==> src/rtl/clkdiv_pkg.sv <==
// Shared definitions for the programmable clock divider.
//   - default counter width and reset-time terminal count
//   - FSM state encodings (IDLE, RUN, DRAIN)
//   - st_active(): true for the states in which the counter advances
package clkdiv_pkg;

   localparam int unsigned CLKDIV_WIDTH       = 31;
   localparam int unsigned CLKDIV_DEFAULT_DIV = 10000;

   localparam logic [1:0] IDLE  = 2'd0;
   localparam logic [1:0] RUN   = 2'd1;
   localparam logic [1:0] DRAIN = 2'd2;

   function automatic logic st_active(input logic [1:0] st);
      return (st == RUN) || (st == DRAIN);
   endfunction

endpackage

==> src/rtl/clkdiv_core.sv <==
// Half-period counter with terminal-count compare and square-wave toggle.
// Ports:
//   clk_i      system clock, rising edge
//   rst_i      synchronous active-high reset
//   enable_i   counter advances while high
//   clear_i    forces count and clk_out to 0; overrides everything but reset
//   term_i     terminal count (half period = term_i + 1 cycles)
//   tc_o       combinational: enabled and count == term_i
//   clk_out_o  registered divided clock, toggles at each terminal count
module clkdiv_core
   import clkdiv_pkg::*;
#(
   parameter int unsigned WIDTH = CLKDIV_WIDTH
) (
   input  logic             clk_i,
   input  logic             rst_i,
   input  logic             enable_i,
   input  logic             clear_i,
   input  logic [WIDTH-1:0] term_i,
   output logic             tc_o,
   output logic             clk_out_o
);

   logic [WIDTH-1:0] count_q, count_d;
   logic             clk_out_q, clk_out_d;

   // Raw compare; the caller masks it with clear_i when it needs the tick.
   assign tc_o      = enable_i && (count_q == term_i);
   assign clk_out_o = clk_out_q;

   always_comb begin
      count_d   = count_q;
      clk_out_d = clk_out_q;
      if (clear_i) begin
         count_d   = '0;
         clk_out_d = 1'b0;
      end else if (tc_o) begin
         count_d   = '0;
         clk_out_d = ~clk_out_q;
      end else if (enable_i) begin
         count_d = count_q + WIDTH'(1);
      end
   end

   always_ff @(posedge clk_i) begin
      if (rst_i) begin
         count_q   <= '0;
         clk_out_q <= 1'b0;
      end else begin
         count_q   <= count_d;
         clk_out_q <= clk_out_d;
      end
   end

endmodule

==> src/rtl/clkdiv_rate_ctrl.sv <==
// Run/stop and rate-change controller for the programmable clock divider.
// Ports:
//   clk_in     system clock, rising edge
//   rst        synchronous active-high reset
//   start      pulse: begin generating when idle
//   stop       pulse: stop glitch-free (immediately on a low phase, else drain)
//   div_load   pulse: div_value valid this cycle
//   div_value  new terminal count (half period = div_value + 1 cycles)
//   div_ack    pulse: the loaded value is now active
//   tick       pulse at each terminal count while generating
//   clk_out    divided clock
//   running    high in RUN or DRAIN
//   busy       high while a load is pending or a stop is draining
module clkdiv_rate_ctrl
   import clkdiv_pkg::*;
#(
   parameter int unsigned WIDTH       = CLKDIV_WIDTH,
   parameter int unsigned DEFAULT_DIV = CLKDIV_DEFAULT_DIV
) (
   input  logic             clk_in,
   input  logic             rst,
   input  logic             start,
   input  logic             stop,
   input  logic             div_load,
   input  logic [WIDTH-1:0] div_value,
   output logic             div_ack,
   output logic             tick,
   output logic             clk_out,
   output logic             running,
   output logic             busy
);

   logic [1:0]       state_q, state_d;
   logic [WIDTH-1:0] active_q, active_d;
   logic [WIDTH-1:0] pend_div_q, pend_div_d;
   logic             pend_valid_q, pend_valid_d;
   logic             ack_d, ack_q;
   logic             tick_q, running_q, busy_q;
   logic             clear, tc_raw, tc_eff;

   // Outside RUN/DRAIN the counter is held clear; a stop on the low phase
   // clears immediately, which also suppresses a coincident terminal count.
   assign clear  = !st_active(state_q) || ((state_q == RUN) && stop && !clk_out);
   assign tc_eff = tc_raw && !clear;

   clkdiv_core #(
      .WIDTH (WIDTH)
   ) u_core (
      .clk_i     (clk_in),
      .rst_i     (rst),
      .enable_i  (st_active(state_q)),
      .clear_i   (clear),
      .term_i    (active_q),
      .tc_o      (tc_raw),
      .clk_out_o (clk_out)
   );

   always_comb begin
      state_d = state_q;
      case (state_q)
         IDLE: begin
            if (start && !stop) state_d = RUN;
         end
         RUN: begin
            // A stop coincident with a high-phase TC is already the final edge.
            if (stop) begin
               if (!clk_out || tc_eff) state_d = IDLE;
               else                    state_d = DRAIN;
            end
         end
         DRAIN: begin
            if (tc_eff) state_d = IDLE;
         end
         default: state_d = IDLE;
      endcase
   end

   always_comb begin
      active_d     = active_q;
      pend_div_d   = pend_div_q;
      pend_valid_d = pend_valid_q;
      ack_d        = 1'b0;
      if (!st_active(state_q)) begin
         // Idle: nothing is counting, so a new value may take effect at once.
         // A pending value left over from an immediate stop is flushed here.
         if (div_load) begin
            active_d     = div_value;
            pend_valid_d = 1'b0;
            ack_d        = 1'b1;
         end else if (pend_valid_q) begin
            active_d     = pend_div_q;
            pend_valid_d = 1'b0;
            ack_d        = 1'b1;
         end
      end else begin
         if (tc_eff && pend_valid_q) begin
            active_d     = pend_div_q;
            pend_valid_d = 1'b0;
            ack_d        = 1'b1;
         end
         // Captured after the apply so a load on the TC waits for the next one.
         if (div_load) begin
            pend_div_d   = div_value;
            pend_valid_d = 1'b1;
         end
      end
   end

   always_ff @(posedge clk_in) begin
      if (rst) begin
         state_q      <= IDLE;
         active_q     <= WIDTH'(DEFAULT_DIV);
         pend_div_q   <= '0;
         pend_valid_q <= 1'b0;
         ack_q        <= 1'b0;
         tick_q       <= 1'b0;
         running_q    <= 1'b0;
         busy_q       <= 1'b0;
      end else begin
         state_q      <= state_d;
         active_q     <= active_d;
         pend_div_q   <= pend_div_d;
         pend_valid_q <= pend_valid_d;
         ack_q        <= ack_d;
         tick_q       <= tc_eff;
         running_q    <= st_active(state_d);
         busy_q       <= pend_valid_d || (state_d == DRAIN);
      end
   end

   assign div_ack = ack_q;
   assign tick    = tick_q;
   assign running = running_q;
   assign busy    = busy_q;

endmodule

==> config.mk <==
export PLATFORM = sky130hd
export DESIGN_NAME = clkdiv_rate_ctrl
export DESIGN_NICKNAME = d
export VERILOG_FILES = /design/src/rtl/clkdiv_pkg.sv /design/src/rtl/clkdiv_core.sv /design/src/rtl/clkdiv_rate_ctrl.sv
export SDC_FILE = /design/constraint.sdc
export NUM_CORES = 1
export LEC_CHECK = 0
export ABC_AREA = 1
export ABC_CLOCK_PERIOD_IN_PS = 4300
export BUFFER_PORTS_ARGS = -buffer_cell sky130_fd_sc_hd__buf_4
export CORE_UTILIZATION = 29
export CTS_BUF_LIST = sky130_fd_sc_hd__clkbuf_4 sky130_fd_sc_hd__clkbuf_8
export CTS_CLUSTER_DIAMETER = 120
export DETAILED_ROUTE_END_ITERATION = 7
export SYNTH_ARGS = -nofsm -noshare
export SYNTH_HDL_FRONTEND = slang
export SYNTH_SLANG_ARGS = --single-unit
==> constraint.sdc <==
create_clock -name clk_in -period 4.3 [get_ports clk_in]
set_input_delay 0.86 -clock clk_in [delete_from_list [all_inputs] [get_ports clk_in]]
set_output_delay 0.86 -clock clk_in [all_outputs]
set_load 0.005 [all_outputs]
==> metrics, run 1 <==
area of the placeable core=17300 um^2; Achievable Freq=between 0.3 and 0.4 GHz; Avg Synthesized Cell Area=around 6.6 um^2; worst hold slack=around 490 ps; global-route wire length before repair=20100 um; hold buffers post-CTS=0; Die Area=18200 um^2; Post-Syn Nets=821; actual transition at the worst max-transition pin=~1200 ps; Req. time, crit path=around 4600 ps; Sink Count=101; Post-CTS Setup Inserts=0; input/output buffers=40; most common library cell in the layout ignoring fill and taps=nand2_1; placed standard-cell area=5600 um^2; area added between synthesis and finish=12.8%; post-synth cell types=35; FFs w/ async S/R, synth=0%; count of inserted antenna diode cells=0; Clock Pin Slew Worst Setup and Hold Paths=90 ps; die width=roughly 140 um; Clock H-tree levels=3; cell depth of the worst flop-to-flop path=12; routability cong.=between 0.8 and 0.9; unrepaired setup endpoints after global routing=no; end point of the critical path=u_core.count_q[25]$_SDFFE_PP0N_; nets@finish=between 800 and 900; effective utilization at floorplan=roughly 30%; post-synthesis cell count=779; Die Span Y=~140 um; warning count from the yosys run=0; result of the run=finished, final reports clean; slack of the worst reg-to-reg path=between 1000 and 1500 ps; number of DRC violations after detailed-routing iteration 0=203; largest fanout on the critical path=29; final period utilization=roughly two thirds; proportion of synthesized chip area in sequential cells=between 30% and 40%; worst skew pair latency=400 ps; DRT antenna net count=0; post-route clock skew=about 18 ps; TritonCTS Buffers=9; top_reg_cell synth=dfxtp_1; final hold violation count=0; drc violations=0; static leakage=2.48 nW; summed area of non-filler cells in the final layout=about 5800 um^2; number of global-route vias before repair=~4100; CP Class=flip-flop to flip-flop; WP data arrival=between 3000 and 4000 ps; FILL cells=between 1500 and 2000; number of maximum-capacitance violations=0; Clock Path Buffers=2; Critical Path End Type=flip-flop; Post-DP HPWL=approximately 8700 um; number of vias after detailed routing=4514; number of resized instances in the post-cts repair step=0; class of the most critical hold timing path=flip-flop to flip-flop; worst slew slack as a fraction of its limit=22.3%; antenna violations before repair=0; source of the critical timing path=state_q[1]$_SDFF_PP0_; biggest area consumer among synthesized cells=dfxtp_1; largest net degree at the start of global routing=63; wire per inst=about 12 um; setup-violating endpoint count in the final report=0; max-slew violation total from the final report=0; via density per instance=4.35; total track usage=14.1%; r2r startpoint=state_q[1]$_SDFF_PP0_; setup tns final=0 ps; capture instance of the worst register-to-register path=u_core.count_q[25]$_SDFFE_PP0N_; total power divided by cell area=around 340 nW/um^2; master cell of the clock root buffer=clkbuf_8; dominant cells by area after synthesis=dfxtp_1 39%, nand2_1 16%, nor2_1 9.1%; number of enable flip-flop cells after synthesis=0; Placement Rows=48; combined area of all synthesized cells=about 5000 um^2; overall routed net length=12000 um; Yosys reg bits=around 100; minimum clock period after layout=between 2000 and 3000 ps; area share of the largest cell type after synthesis=around two fifths; share of post-route cells with drive strength above 1=11.1%; clock tree from TritonCTS=done; commonest cells after routing, fill and taps aside=214 x nand2_1, 125 x nor2_1, 103 x inv_1, 101 x dfxtp_1, 52 x o21ai_0; count of TritonRoute iterations in the first routing pass=5; Max rail drop VDD=170 uV; count of pins on the block boundary=41; kind of start point of the critical path=flip-flop; GRT Residual Overflow=0
metal layers:
metal,vias up,GRT usage [%],wire (um)
li1,2459,-,-
met5,-,0,0
met4,0,6.68,284
met2,83,21.1,5180
met1,1953,19.6,6020
met3,19,2.36,476
worst min path at each step:
stage	end	cells past startpoint	slack, ps	start
global placement	pend_div_q[7]$_SDFFE_PP0P_	2	460	pend_div_q[7]$_SDFFE_PP0P_
finish	pend_div_q[7]$_SDFFE_PP0P_	2	490	pend_div_q[7]$_SDFFE_PP0P_
CTS	pend_div_q[2]$_SDFFE_PP0P_	2	490	pend_div_q[2]$_SDFFE_PP0P_
global route	pend_div_q[8]$_SDFFE_PP0P_	2	510	pend_div_q[8]$_SDFFE_PP0P_
detailed placement	pend_div_q[2]$_SDFFE_PP0P_	2	460	pend_div_q[2]$_SDFFE_PP0P_
floorplan	pend_div_q[10]$_SDFFE_PP0P_	2	450	pend_div_q[10]$_SDFFE_PP0P_
state kept, by name, indices dropped and copies added (netlist names):
name,cells
state_q,2
tick,1
pend_div_q,31
div_ack,1
active_q,31
busy,1
u_core.count_q,31
u_core.clk_out_o,1
pend_valid_q,1
running,1
critical path: stages (launching register included):
cell	delay (ps)
dfxtp_1	400
inv_1	100
ha_1	570
inv_4	120
a21oi_2	120
nand2_1	60
nor2_1	100
nand2_1	90
nor2_4	140
a21oi_1	170
inv_1	750
nor2_1	80
o21a_1	140
cells in the mapped netlist, types with 2 or more instances:
master and number:
nor2_4 2, buf_2 7, o21ai_0 52, inv_2 5, clkbuf_1 14, xor2_1 12, a21oi_1 42, inv_1 103
nor2_1 125, nand4_1 5, ha_1 6, dfxtp_1 101, nor3b_1 3, clkinv_1 2, buf_1 2, xnor2_1 9
nand3_1 28, mux2_2 12, nor3_1 14, or2_2 3, nand2_1 214, buf_6 4, nor4_1 2
report_power, final:
| part | switching, W | leakage [nW] | internal [W] | total, W |
|---|---|---|---|---|
| clock network | 0.000356 | 0.0853 | 0.000229 | 0.000585 |
| registers | 0.0000378 | 0.824 | 0.00100 | 0.00104 |
| logic | 0.000218 | 1.57 | 0.000140 | 0.000358 |
cell type report:
type / instances / area (um^2) / area share (%)
multi-input cells: 539 / 2540 / 44.0
clock buffers: 10 / 138 / 2.38
well taps: 225 / 282 / 4.86
repair buffers: 45 / 338 / 5.84
inverters: 111 / 419 / 7.24
clock inverters: 6 / 45.0 / 0.778
flip-flops and latches: 101 / 2020 / 34.9
stage by stage:
stage | worst slack, ps | utilization (%) | total power [W] | cells
2_1_floorplan | 2200 | - | 0.00133 | 779
3_3_place_gp | 1400 | 32.4 | 0.00142 | 1021
3_5_place_dp | 1390 | 32.4 | 0.00142 | 1021
4_1_cts | 1360 | 33.5 | 0.00201 | 1037
5_1_grt | 1040 | 33.5 | 0.00211 | 1037
6_report | 1350 | 33.5 | 0.00198 | 1037
cell families after synthesis:
family | synth area share, %
AOI/OAI and AO/OA | 9.76
buffers and inverters | 11.0
and+or+nand+nor | 32.1
muxes | 2.63
DFF | 39.4
xor gates and xnor gates | 3.59
adders and majority gates | 1.46
No activity file was read; power rests on OpenSTA's default activity.
==> inputs of run 2 (changes only) <==
ABC_CLOCK_PERIOD_IN_PS = 2800   (was 4300)
clock period = 2.8 ns   (was 4.3 ns; I/O delays follow)
==> metrics, run 2 (synthesis gave the netlist of run 1 again) <==
drc violations=0 (unchanged); most common library cell in the layout ignoring fill and taps=nand2_1; input/output buffers=40 (unchanged); number of resized instances in the post-cts repair step=0 (unchanged); global-route wire length before repair=19500 um (-3.3%); overall routed net length=11700 um (-2.6%); wire per inst=11.2 um (-2.9%); cell internal pwr=0.00219 W (+60%); area of the placeable core=17300 um^2 (unchanged); final period utilization=84.3% (+16 points); worst slew slack as a fraction of its limit=61.3% (+39 points); static leakage=2.52 nW (+1.6%); kind of start point of the critical path=flip-flop; logic gate share of total power=17.8% (-0.3 points); r2r startpoint=state_q[1]$_SDFF_PP0_; hold buffers post-CTS=0 (unchanged); nets@finish=853 (+0.47%); die width=135 um (unchanged); sequential share of power=50.8% (-1.6 points); number of global-route vias before repair=4011 (-1.4%); antenna violations before repair=0 (unchanged); Max rail drop VDD=298 uV (+76%); count of pins on the block boundary=41 (unchanged); setup tns final=0 ps (unchanged); Post-CTS Setup Inserts=0 (unchanged); via density per instance=4.29 (-1.4%); Critical Path End Type=flip-flop; routability cong.=0.797 (-2.1%); Achievable Freq=0.424 GHz (+25%); commonest cells after routing, fill and taps aside=214 x nand2_1, 125 x nor2_1, 103 x inv_1, 101 x dfxtp_1, 52 x o21ai_0; hold path startpoint=rst; unrepaired setup endpoints after global routing=no; largest net degree at the start of global routing=63 (unchanged); worst stage delay on the critical path=400 ps (-350 ps); WP data arrival=2680 ps (-550 ps); max-slew violation total from the final report=0 (unchanged); total track usage=13.4% (-0.69 points); number of vias after detailed routing=4469 (-1.0%); TritonCTS Buffers=9 (unchanged); setup-violating endpoint count in the final report=0 (unchanged); Sw Ratio=30.4% (-0.47 points); Post-DP HPWL=8560 um (-2.1%); master cell of the clock root buffer=clkbuf_8; GRT Residual Overflow=0 (unchanged); Clk pwr share=31.4% (+1.9 points); post-route clock skew=8.73 ps (-9.25 ps); result of the run=finished, final reports clean; Placement Rows=48 (unchanged); Die Area=18200 um^2 (unchanged); Clock Pin Slew Worst Setup and Hold Paths=100 ps (about the same); count of inserted antenna diode cells=0 (unchanged); Crit path top cell by count=nand2_1; minimum clock period after layout=2360 ps (-588 ps); final hold violation count=0 (unchanged); total chip power=0.00315 W (+59%); Clock H-tree levels=3 (unchanged); number of maximum-capacitance violations=0 (unchanged); effective utilization at floorplan=29.7% (unchanged); CP Class=flip-flop to flip-flop; count of TritonRoute iterations in the first routing pass=7 (+2); Sequential Area=2020 um^2 (unchanged); total power divided by cell area=538 nW/um^2 (+57%); Sink Count=101 (unchanged); critical-path cell list=inv_1 -> ha_1 -> inv_4 -> a21oi_2 -> nand2_1 -> nor2_1 -> nand2_1 -> nor2_4 -> nand3_4 -> nand2_4 -> nand2_2 -> buf_12 -> nand2_1 -> nand2_1 -> nor2_1; class of the most critical hold timing path=input pin to flip-flop; share of post-route cells with drive strength above 1=11.5% (+0.44 points); FILL cells=1920 (-2.2%); actual transition at the worst max-transition pin=581 ps (-583 ps); Req. time, crit path=3120 ps (-1460 ps); switching power total=0.000957 W (+56%); largest fanout on the critical path=30 (+3.4%); area added between synthesis and finish=14.1%; registers with the highest flip-flop counts=active_q: 31 flops, pend_div_q: 31 flops, u_core.count_q: 31 flops; number of DRC violations after detailed-routing iteration 0=190 (-6.4%); Die Span Y=135 um (unchanged); worst skew pair latency=380 ps (-20 ps); source of the critical timing path=state_q[1]$_SDFF_PP0_; combined area of the multi-input logic cells=2540 um^2 (unchanged); clock tree from TritonCTS=done; cell with the largest stage delay on the worst path=dfxtp_1; DRT antenna net count=0 (unchanged); Clock Path Buffers=2 (unchanged)
## run 2: critical path: cells and delay by family (launching register included)
family	cells	cell delay [ps]
and+or+nand+nor	10	1020
buffers and inverters	3	420
DFF	1	400
adders and majority gates	1	340
AOI/OAI and AO/OA	1	100
## run 2: path summary, 6_finish.rpt
check	endpoint	depth (start not counted)	slack, ps
min reg2reg	pend_div_q[3]$_SDFFE_PP0P_	2	490
min	running$_SDFF_PP0_	2	380
max reg2reg	active_q[22]$_SDFFE_PP0P_	15	440
max	active_q[22]$_SDFFE_PP0P_	15	440
## run 2: final cells by class
cell class,instances,share of cell area [%]
Clock buffer,9,2.12
Timing Repair Buffer,49,6.50
Clock inverter,7,1.39
Tap cell,225,4.81
Inverter,111,7.16
Multi-Input combinational cell,539,43.5
Sequential cell,101,34.6
## run 2: stage by stage
stage | cell area [um^2] | utilization (%) | cells | hold slack, ps | setup slack [ps]
6_report | 5850 | 33.8 | 1041 | 381 | 441
5_1_grt | 5850 | 33.8 | 1041 | 391 | 174
4_1_cts | 5850 | 33.8 | 1041 | 372 | 433
3_5_place_dp | 5650 | 32.6 | 1025 | 466 | 474
3_3_place_gp | 5650 | 32.6 | 1025 | 456 | 503
2_1_floorplan | 5130 | - | 779 | 449 | 697
## run 2: power by group through the flow
| stage | Sequential, W | Combinational (W) | Clock (W) |
|---|---|---|---|
| final | 0.00160 | 0.000561 | 0.000990 |
| after global routing | 0.00161 | 0.000648 | 0.00107 |
| after CTS | 0.00160 | 0.000568 | 0.00101 |
| after detailed placement | 0.00163 | 0.000563 | 0 |
| after global placement | 0.00163 | 0.000563 | 0 |
| after floorplan | 0.00161 | 0.000427 | 0 |
## run 2: routing by layer
metal | GRT usage [%] | wire (um) | vias up
li1 | - | - | 2467
met5 | 0 | 0 | -
met1 | 18.6 | 6000 | 1930
met3 | 2.21 | 342 | 14
met4 | 5.18 | 252 | 0
met2 | 20.7 | 5060 | 58
==> inputs of run 3 (changes only) <==
ABC_CLOCK_PERIOD_IN_PS = 2200   (was 2800)
clock period = 2.2 ns   (was 2.8 ns; I/O delays follow)
==> metrics, run 3 (synthesis gave the netlist of run 1 again) <==
result of the run=finished, final reports clean; Clock H-tree levels=3 (unchanged); largest net degree at the start of global routing=63 (unchanged); DRT antenna net count=0 (unchanged); effective utilization at floorplan=29.7% (unchanged); Req. time, crit path=2480 ps (-640 ps); number of vias after detailed routing=4604 (+3.0%); category of cells accounting for the largest share of critical-path delay=simple AND/OR/NAND/NOR gates; drc violations=0 (unchanged); static leakage=2.65 nW (+5.1%); clock tree from TritonCTS=done; hold path startpoint=rst; Sequential Area=2020 um^2 (+0.12%); overall routed net length=12200 um (+4.8%); source of the critical timing path=state_q[1]$_SDFF_PP0_; commonest cells after routing, fill and taps aside=213 x nand2_1, 122 x nor2_1, 102 x inv_1, 99 x dfxtp_1, 64 x buf_4; TritonCTS Buffers=9 (unchanged); summed area of non-filler cells in the final layout=6100 um^2 (+4.2%); antenna violations before repair=0 (unchanged); cell with the largest stage delay on the worst path=dfxtp_2; Die Area=18200 um^2 (unchanged); FILL cells=1896 (-1.3%); setup-violating endpoint count in the final report=0 (unchanged); wire per inst=11.5 um (+2.7%); registers with the highest flip-flop counts=active_q: 31 flops, pend_div_q: 31 flops, u_core.count_q: 31 flops; input/output buffers=40 (unchanged); hold path endpoint=state_q[0]$_SDFF_PP0_; switching power total=0.00125 W (+30%); master cell of the clock root buffer=clkbuf_8; grt peak-use layer=met2; count of inserted antenna diode cells=0 (unchanged); total track usage=14.1% (+0.70 points); CP Class=flip-flop to flip-flop; Post-DP HPWL=8990 um (+5.0%); worst skew pair latency=380 ps (about the same); cell depth of the worst flop-to-flop path=14 (-1); hold buffers post-CTS=0 (unchanged); area of the placeable core=17300 um^2 (unchanged); area added between synthesis and finish=18.9%; critical-path cell list=inv_1 -> ha_4 -> inv_4 -> a21oi_2 -> nand2_1 -> nor2_1 -> nand2_1 -> nor2_4 -> nand3_4 -> nand2_4 -> nand2_8 -> buf_4 -> nor2_1 -> nor2_1; total power divided by cell area=669 nW/um^2 (+24%); slack of the worst reg-to-reg path=130 ps (-310 ps); Clk pwr share=31.0% (-0.4 points); die width=135 um (unchanged); largest fanout on the critical path=10 (-67%); GRT Residual Overflow=0 (unchanged); GR Util met1=19.3% (+0.73 points); Placement Rows=48 (unchanged); Die Span Y=135 um (unchanged); worst stage delay on the critical path=340 ps (-60 ps); count of pins on the block boundary=41 (unchanged); kind of start point of the critical path=flip-flop; routability cong.=0.853 (+7.0%); cell internal pwr=0.00284 W (+29%); Achievable Freq=0.483 GHz (+14%); logic gate share of total power=19.2% (+1.4 points); minimum clock period after layout=2070 ps (-287 ps); actual transition at the worst max-transition pin=568 ps (-13.0 ps); post-route clock skew=10.5 ps (+1.78 ps); Max rail drop VDD=361 uV (+21%); grt met3 use=2.48% (+0.26 points); count of TritonRoute iterations in the first routing pass=7 (unchanged); final period utilization=94.2% (+9.9 points); Crit path top cell by count=nor2_1; sequential share of power=49.9% (-0.9 points); setup tns final=0 ps (unchanged); max-slew violation total from the final report=0 (unchanged); WP data arrival=2350 ps (-330 ps); combined area of the multi-input logic cells=2580 um^2 (+1.4%); class of the most critical hold timing path=input pin to flip-flop; number of maximum-capacitance violations=0 (unchanged); Sink Count=101 (unchanged); number of DRC violations after detailed-routing iteration 0=313 (+65%); Critical Path End Type=flip-flop; final hold violation count=0 (unchanged); via density per instance=4.34 (+0.98%); Sw Ratio=30.5% (+0.14 points); capture instance of the worst register-to-register path=active_q[12]$_SDFFE_PP0P_; worst slew slack as a fraction of its limit=62.2% (+0.87 points); Clock Path Buffers=2 (unchanged); number of global-route vias before repair=4177 (+4.1%); share of post-route cells with drive strength above 1=14.7% (+3.2 points); WP buf/inv=3 (unchanged); global-route wire length before repair=20200 um (+3.8%); met2 track utilization from global routing=21.7% (+0.97 points); most common library cell in the layout ignoring fill and taps=nand2_1; Clock Pin Slew Worst Setup and Hold Paths=100 ps (about the same); r2r startpoint=state_q[1]$_SDFF_PP0_; placed standard-cell area=5800 um^2 (+2.7%); worst hold path stage count=2 (unchanged); nets@finish=874 (+2.5%)
==> run 3: area by class of cell <==
class | count | area share [%]
clock buffer | 9 | 2.03
clock inverter | 7 | 1.37
inverter | 111 | 6.87
multi-input combinational | 539 | 42.3
sequential | 101 | 33.2
tap | 225 | 4.62
timing repair buffer | 70 | 9.62
==> run 3: repair_timing <==
action | in CTS | in global routing
resized for setup | 0 | 16
hold endpoints to repair | 0 | 0
endpoints found under the setup margin | 0 | 44
setup buffers | 0 | 4
==> run 3: worst max-delay path by stage <==
stage,slack [ps],to,cells past startpoint
global route,-40,active_q[19]$_SDFFE_PP0P_,15
CTS,20,active_q[24]$_SDFFE_PP0P_,15
floorplan,100,active_q[3]$_SDFFE_PP0P_,16
detailed placement,50,active_q[6]$_SDFFE_PP0P_,14
finish,130,active_q[12]$_SDFFE_PP0P_,14
global placement,90,active_q[24]$_SDFFE_PP0P_,15
==> run 3: metal layers <==
layer | share of wire [%] | vias up
li1 | - | 2507
met1 | 50 | 2021
met2 | 44 | 62
met3 | 3.5 | 14
met4 | 1.9 | 0
met5 | 0 | -
==> run 3: per-stage QoR <==
| step | util (%) | instances | worst slack [ps] | power [W] | hold WS, ps |
|---|---|---|---|---|---|
| detailed placement | 33.5 | 1042 | 50.8 | 0.00282 | 471 |
| global route | 35.3 | 1062 | -36.4 | 0.00433 | 250 |
| global placement | 33.5 | 1042 | 92.6 | 0.00282 | 456 |
| floorplan | - | 779 | 97.5 | 0.00260 | 449 |
| finish | 35.3 | 1062 | 128 | 0.00408 | 263 |
| CTS | 34.7 | 1058 | 24.1 | 0.00410 | 242 |
==> run 3: power by group through the flow <==
stage,Sequential [W],Clock [W],Combinational (W)
CTS,0.00204,0.00131,0.000752
finish,0.00204,0.00127,0.000782
global route,0.00205,0.00138,0.000894
global placement,0.00208,0,0.000741
detailed placement,0.00208,0,0.000746
floorplan,0.00205,0,0.000544
